## src/rtl/pim_result_fifo.sv

```systemverilog
// Multi-entry PIM output-line buffer drained by software as WORD_W-bit words, LSW first.
// Latency: read data 1 cycle after rd_req_i; a captured line is readable from the next cycle.
// Backpressure: none; a capture when full is dropped (sticky overflow), a read when empty returns 0 (sticky underflow).
//
// Ports:
//   clk_i, rst_ni              clock, asynchronous active-low reset
//   output_i, capture_i        PIM output line and its one-cycle store pulse
//   rd_req_i                   one-cycle pulse requesting the next word of the head line
//   clear_i                    synchronous flush of pointers, level and sticky flags
//   rd_data_o, rd_valid_o      registered read word and its one-cycle qualifier
//   empty_o, full_o, level_o   fill status derived from the registered level counter
//   word_idx_o                 next word to be read within the head line
//   overflow_o, underflow_o    sticky error flags
module pim_result_fifo #(
    parameter int OUT_W  = 1024,
    parameter int WORD_W = 32,
    parameter int DEPTH  = 4,
    localparam int WPL   = OUT_W / WORD_W,
    localparam int LW    = $clog2(DEPTH + 1),
    localparam int PW    = $clog2(DEPTH),
    localparam int WIW   = (WPL > 1) ? $clog2(WPL) : 1
) (
    input  logic              clk_i,
    input  logic              rst_ni,
    input  logic [OUT_W-1:0]  output_i,
    input  logic              capture_i,
    input  logic              rd_req_i,
    input  logic              clear_i,
    output logic [WORD_W-1:0] rd_data_o,
    output logic              rd_valid_o,
    output logic              empty_o,
    output logic              full_o,
    output logic [LW-1:0]     level_o,
    output logic [WIW-1:0]    word_idx_o,
    output logic              overflow_o,
    output logic              underflow_o
);

    localparam logic [WIW-1:0] LAST_WORD = WIW'(WPL - 1);
    localparam logic [LW-1:0]  FULL_LVL  = LW'(DEPTH);

    // Line storage carries no reset; only control state is reset.
    logic [OUT_W-1:0]  r_mem [DEPTH];

    logic [PW-1:0]     r_wp;
    logic [PW-1:0]     r_rp;
    logic [LW-1:0]     r_level;
    logic [WIW-1:0]    r_widx;
    logic              r_ovf;
    logic              r_udf;
    logic              r_rd_valid;
    logic [WORD_W-1:0] r_rd_data;

    logic              w_empty;
    logic              w_full;
    logic              w_rd_ok;
    logic              w_pop;
    logic              w_cap_ok;
    logic [OUT_W-1:0]  w_head_line;
    logic [WORD_W-1:0] w_head_word;

    assign w_empty     = (r_level == '0);
    assign w_full      = (r_level == FULL_LVL);
    assign w_rd_ok     = rd_req_i && !w_empty && !clear_i;
    // The final word of the head line frees its entry this cycle.
    assign w_pop       = w_rd_ok && (r_widx == LAST_WORD);
    // When full, wp == rp: the incoming line overwrites the head entry
    // in the same edge that reads out its last word, which is safe.
    assign w_cap_ok    = capture_i && !clear_i && (!w_full || w_pop);
    assign w_head_line = r_mem[r_rp];
    assign w_head_word = w_head_line[r_widx*WORD_W +: WORD_W];

    always_ff @(posedge clk_i) begin
        if (w_cap_ok) begin
            r_mem[r_wp] <= output_i;
        end
    end

    always_ff @(posedge clk_i or negedge rst_ni) begin
        if (!rst_ni) begin
            r_wp       <= '0;
            r_rp       <= '0;
            r_level    <= '0;
            r_widx     <= '0;
            r_ovf      <= 1'b0;
            r_udf      <= 1'b0;
            r_rd_valid <= 1'b0;
            r_rd_data  <= '0;
        end else if (clear_i) begin
            // Flush control state; rd_data holds since rd_valid drops.
            r_wp       <= '0;
            r_rp       <= '0;
            r_level    <= '0;
            r_widx     <= '0;
            r_ovf      <= 1'b0;
            r_udf      <= 1'b0;
            r_rd_valid <= 1'b0;
        end else begin
            r_rd_valid <= rd_req_i;
            if (rd_req_i) begin
                r_rd_data <= w_rd_ok ? w_head_word : '0;
            end
            if (rd_req_i && w_empty) begin
                r_udf <= 1'b1;
            end
            if (capture_i && !w_cap_ok) begin
                r_ovf <= 1'b1;
            end
            if (w_cap_ok) begin
                r_wp <= r_wp + PW'(1);
            end
            if (w_rd_ok) begin
                r_widx <= w_pop ? '0 : r_widx + WIW'(1);
            end
            if (w_pop) begin
                r_rp <= r_rp + PW'(1);
            end
            case ({w_cap_ok, w_pop})
                2'b10:   r_level <= r_level + LW'(1);
                2'b01:   r_level <= r_level - LW'(1);
                default: r_level <= r_level;
            endcase
        end
    end

    assign rd_data_o   = r_rd_data;
    assign rd_valid_o  = r_rd_valid;
    assign empty_o     = w_empty;
    assign full_o      = w_full;
    assign level_o     = r_level;
    assign word_idx_o  = r_widx;
    assign overflow_o  = r_ovf;
    assign underflow_o = r_udf;

endmodule
```

## config.mk

```make
export PLATFORM = sky130hd
export DESIGN_NAME = pim_result_fifo
export DESIGN_NICKNAME = d
export VERILOG_FILES = /design/src/rtl/pim_result_fifo.sv
export SDC_FILE = /design/constraint.sdc
export NUM_CORES = 2
export LEC_CHECK = 0
export ABC_CLOCK_PERIOD_IN_PS = 32299
export CAP_MARGIN = 20
export CORE_MARGIN = 2
export CORE_UTILIZATION = 40
export CTS_BUF_LIST = sky130_fd_sc_hd__clkbuf_4 sky130_fd_sc_hd__clkbuf_8
export CTS_CLUSTER_SIZE = 8
export DETAILED_ROUTE_END_ITERATION = 10
export GPL_ROUTABILITY_DRIVEN = 0
export SETUP_SLACK_MARGIN = 0.1
export SLEW_MARGIN = 20
export SYNTH_ARGS = -nofsm -noshare
export SYNTH_HDL_FRONTEND = slang
export SYNTH_SLANG_ARGS = --single-unit
```

## constraint.sdc

```tcl
create_clock -name clk_i -period 32.3 [get_ports clk_i]
set_input_delay 4.845 -clock clk_i [delete_from_list [all_inputs] [get_ports clk_i]]
set_output_delay 4.845 -clock clk_i [all_outputs]
set_load 0.01 [all_outputs]
```

; After elaboration in Yosys (flattened, before gate mapping)
; Memories as Yosys holds them, arrays and structs flattened.
; Index checks and enable logic that the tools add are counted.
[word_totals]
wordCells = 57
mem_count = 1
ff_bits = 47
ramBits = 4096
out_inout_bits = 45
[memory_table]
columns = name, words, width, rd, rd_ports_with_merged_regs, wr, line_no
row1 = r_mem, 4, 1024, 1, 0, 1, 43  ; logic [OUT_W-1:0] r_mem [DEPTH];
[op_classes]
addsub = 5
n_shift = 1
n_eq_ne = 4
n_reduce_logical = 20
bitwise_logic = 1
muxes = 17
[op_table]
columns = operator, count
row1 = $shiftx 1024x11->32, 1
row2 = $mux 32, 1
row3 = $mux 5, 3
row4 = $reduce_bool 2->1, 5
row5 = $mux 2, 4
row6 = $logic_and 1x1->1, 7
row7 = $mux 1, 7
row8 = $pmux 3 s2, 1
row9 = $add 5x1->5 const B, 1
row10 = $eq 5x5->1 const B, 1
row11 = $add 2x1->2 const B, 2
row12 = $logic_not 1->1, 4
row13 = $add 3x1->3 const B, 1
row14 = $eq 3x3->1 const B, 1
row15 = $logic_not 3->1, 1
row16 = $mux 3, 1
row17 = $reduce_bool 3->1, 1
row18 = $sub 3x1->3 const B, 1
row19 = $eq 2x1->1 const B, 1
row20 = $eq 2x2->1 const B, 1
row21 = $reduce_and 2->1, 1
row22 = $logic_or 1x1->1, 1
row23 = $not 1->1, 1

; Depth between registers and ports, before layout
[depth]
ltp_word = 11
ltp_mapped = 14

; Worst setup path before layout
; Ideal clock, no wire load.
[synth_path]
path_type = input-to-reg
startpoint = input clear_i
endpoint = memory r_mem[0][0] (enable)
path_slack_ps = 1867
t_arrival_ps = 28897
setup_ps = 1537
t_required_ps = 30763
stages = 7
path_buffers = 1
path_cell_list = nand2b_1 > clkbuf_1 > inv_1 > and3_1 > o21ai_0 > nor2_1 > and2_1
[synth_between]
elab_chain_len = 7
[synth_rtl]
columns = element, line_no
row1 = start: declaration, 28  ; input logic clear_i,
row2 = $logic_not 1->1 *, "64, 69"
row3 = $logic_and 1x1->1, 64  ; assign w_rd_ok = rd_req_i && !w_empty && !clear_i;
row4 = $logic_and 1x1->1, 66  ; assign w_pop = w_rd_ok && (r_widx == LAST_WORD);
row5 = $logic_or 1x1->1, 69  ; assign w_cap_ok = capture_i && !clear_i && (!w_full || w_pop);
row6 = $logic_and 1x1->1 *, 69
row7 = $mux 1 *, 74  ; if (w_cap_ok) begin
row8 = $mux 1 (implied by the code) *, 75  ; r_mem[r_wp] <= output_i;
row9 = end: declaration, 43
; Mark *: on every way between the ends. The rest lies on a longest branch, timed or not.

; Final worst setup path
[layout_path]
startpoint = input clear_i
endpoint = memory r_mem[1][247] (enable)
; The elaborated chain is that of the path after synthesis.

==> reports/qor.yml <==
floorplanning:
  boundaryPins: 1074
  start_util: 0.402
  core_area_um2: 393000
  die_area_um2: 400000
  die-height_um: 632
  die_w_um: 632
  rows: 230
grt:
  antenna_found_initial: 432
  grt_usage: 0.244
  grt_pass1_wl_um: 665000
  grt_pass1_vias: 81400
  grt_max_degree: 145
  grt_overflow: 0
pwr:
  netSwitchingFraction: 0.227
  seq_power_share: 0.544
  vdd_drop_max_uv: 41.1
  clkPwrFrac: 0.395
  power_density_nw_per_um2: 59.8
  p_int_w: 0.00871
  power_switching_w: 0.00256
  p_leak_nw: 58.3
  comb_power_share: 0.061
layout:
  nets: 9267
  area_growth_syn_to_layout_pct: 19.5
  final_area_um2: 189000
  final_layout_size_suffix_gt1_frac: 0.269
  fillers: 32000
worst_setup_path:
  crit_type: "in -> reg"
  cp-start-kind: "input port"
  required_ns: 33.15
  cp_max_fo: 128
  end_kind: "register"
  arrival_ns: 12.80
synthesis:
  synth_cells: 6674
  yosys.area_share.simple: 0.00908
  netlist_area_um2: 158000
  yosys_warnings: 0
  synth_edf_count: 4096
  ys.flop_type: "edfxtp_1"
  ys_seq_area_frac: 0.787
  synth_xor_xnor_area_share: 0.000166
  syn_nets: 7710
  synth_commonest_cells: "edfxtp_1, mux4_2, mux2i_1, clkbuf_1, nand2_1"
  synth_compound_area_frac: 0.0198
  syn_avg_cell_area_um2: 23.6
  async_reset_ff_frac: 0.0113
  yosysUniqueCellTypes: 68
  ys_seq_elements: 4143
  synthAdderAreaFrac: 0.000602
  synth_top_family_by_area: "multiplexers"
  yosysMostFrequentCell: "edfxtp_1"
  synth_area_leaders: "edfxtp_1, mux4_2, mux2i_1"
  yosysTopAreaCellShare: 0.779
  synthMuxAreaShare: 0.172
  synth_area_leader_cell: "edfxtp_1"
placement:
  portBuffers: 1073
  place_hpwl_um: 338000
  preCtsSetupSlack_ns: 19.04
  placed_cell_area_um2: 175000
cts:
  clk_path_buf_depth: 4
  post_cts_buffers: 0
  cts_root_buf: "clkbuf_8"
  cts_buffers: 682
  clkLatencyLatePin_ns: 1.29
  htree_levels: 6
  clock-sinks: 4143
  clkTransAtPathRegs_ns: 0.06
  cts_tree: "done"
  post_cts_resized: 0
  holdBufCountCts: 0
timing:
  fin_skew_ns: 0.0885
  fin_tns_setup_ns: 0
  fin_crit_ns: 11.94
  finalHoldViolations: 0
  setup_slack_ns: 20.36
  whs_ns: 0.484
  fin_crit_sh: 0.370
  worstMarginPinSlew_ns: 1.22
  grt_setup_unrepaired: "no"
  max_slew_margin: 0.184
  drv_slew: 0
  setup-violations-final: 0
  max_freq_mhz: 83.7
route:
  route.met2.wl_um: 243000
  dr_total_vias: 79900
  drtPass1Iterations: 6
  wirelength_um: 497000
  drc: 0
  top_layer_used: "met5"
  drt-initial-drc-count: 9468
  ant_nets: 0
  vias_per_cell: 5.64
  wl_met1_um: 178000
  routedWlPerCell_um: 35.1
  met3_length_um: 44700
run:
  maxCapViolCount: 0
min_path:
  hp-class: "reg -> reg"
status:
  status: "finished, final reports clean"
power groups by stage:
stage	clock network, W	registers, W	logic, W
3_3_place_gp	0	0.00623	0.000688
4_1_cts	0.00453	0.00613	0.000701
3_5_place_dp	0	0.00624	0.000698
6_report	0.00445	0.00613	0.000693
2_1_floorplan	0	0.00642	0.000249
5_1_grt	0.00476	0.00614	0.000720
metal layers:
layer  global-route usage  vias to the layer above
met1                0.293                    42300
met4                0.139                      150
met2                0.398                     3891
met3               0.0660                     1292
li1                     -                    32300
met5                    0                        -
through the flow:
| stage | power (W) | cells | utilization |
|---|---|---|---|
| after global routing | 0.0116 | 14100 | 0.480 |
| after CTS | 0.0114 | 14000 | 0.479 |
| final | 0.0113 | 14200 | 0.481 |
| after detailed placement | 0.00694 | 12800 | 0.446 |
| after floorplan | 0.00667 | 6674 | - |
| after global placement | 0.00691 | 12800 | 0.446 |
cells by family after synthesis:
logic type | after synthesis
AO/OA/AOI/OAI | 432
XOR/XNOR | 3
adder cells (fa/ha/maj) | 7
buffers and inverters | 375
flip-flops | 4143
multiplexers | 1388
AND/OR/NAND/NOR | 326
worst paths after layout:
path	cells past startpoint	to	slack [ns]	startpoint
max in group asynchronous	1	r_rp[0]	27.87	rst_ni
hold / removal	2	rd_data_o[20]	0.48	rd_data_o[20]
hold reg to reg	2	rd_data_o[20]	0.48	rd_data_o[20]
setup / recovery	13	r_mem[1][247]	20.36	clear_i
setup reg to reg	13	r_mem[1][247]	24.21	word_idx_o[1]
min in group asynchronous	1	rd_data_o[22]	3.65	rst_ni
placed cells by master (no fill, tap or decap), drive strengths merged, types with 5 or more instances in the layout:
cell	count
ha	6
a221oi	30
dfrtp	47
or3	5
nand2b	8
nor2b	5
o22ai	57
a32o	11
and3	8
o31ai	10
inv	43
o21ai	66
nor3	15
mux2	21
a31oi	7
diode	204
o22a	5
a211o	11
o211ai	19
o21a	9
a32oi	9
bufinv	5
a22oi	16
a2111oi	18
buf	165
o221ai	62
nand2	141
edfxtp	4096
a21oi	54
clkinvlp	10
mux2i	310
clkdlybuf4s50	1072
nor2	90
and2	10
mux4	1057
a221o	12
clkbuf	947
nand3	22
clkinv	205
a211oi	9
cell type report:
class / count / area, um^2 / area share
multi-input cells: 2156 / 32000 / 0.170
clock inverters: 252 / 1640 / 0.00870
inverters: 11 / 58.8 / 0.000312
flip-flops and latches: 4143 / 124000 / 0.658
clock buffers: 947 / 11400 / 0.0607
well taps: 5220 / 6530 / 0.0346
diodes: 204 / 510 / 0.00271
repair buffers: 1237 / 12200 / 0.0648
critical path, stage by stage:
cell and delay [ns]:
clkdlybuf4s50_1 0.72, nand2b_4 0.58, inv_1 0.28, and3_1 0.23, o21ai_0 0.22, nor2_1 0.31, and2_4 0.73, buf_4 0.76
buf_4 0.76, buf_4 0.67, buf_12 0.63, buf_4 0.77, buf_4 0.78
sequential cells by signal, indices dropped and copies added, names as in the netlist:
signal / count
r_wp: 2
r_rp: 2
rd_data_o: 32
rd_valid_o: 1
r_mem: 4096
word_idx_o: 5
overflow_o: 1
level_o: 3
underflow_o: 1
(Power assumes the default switching activity.)
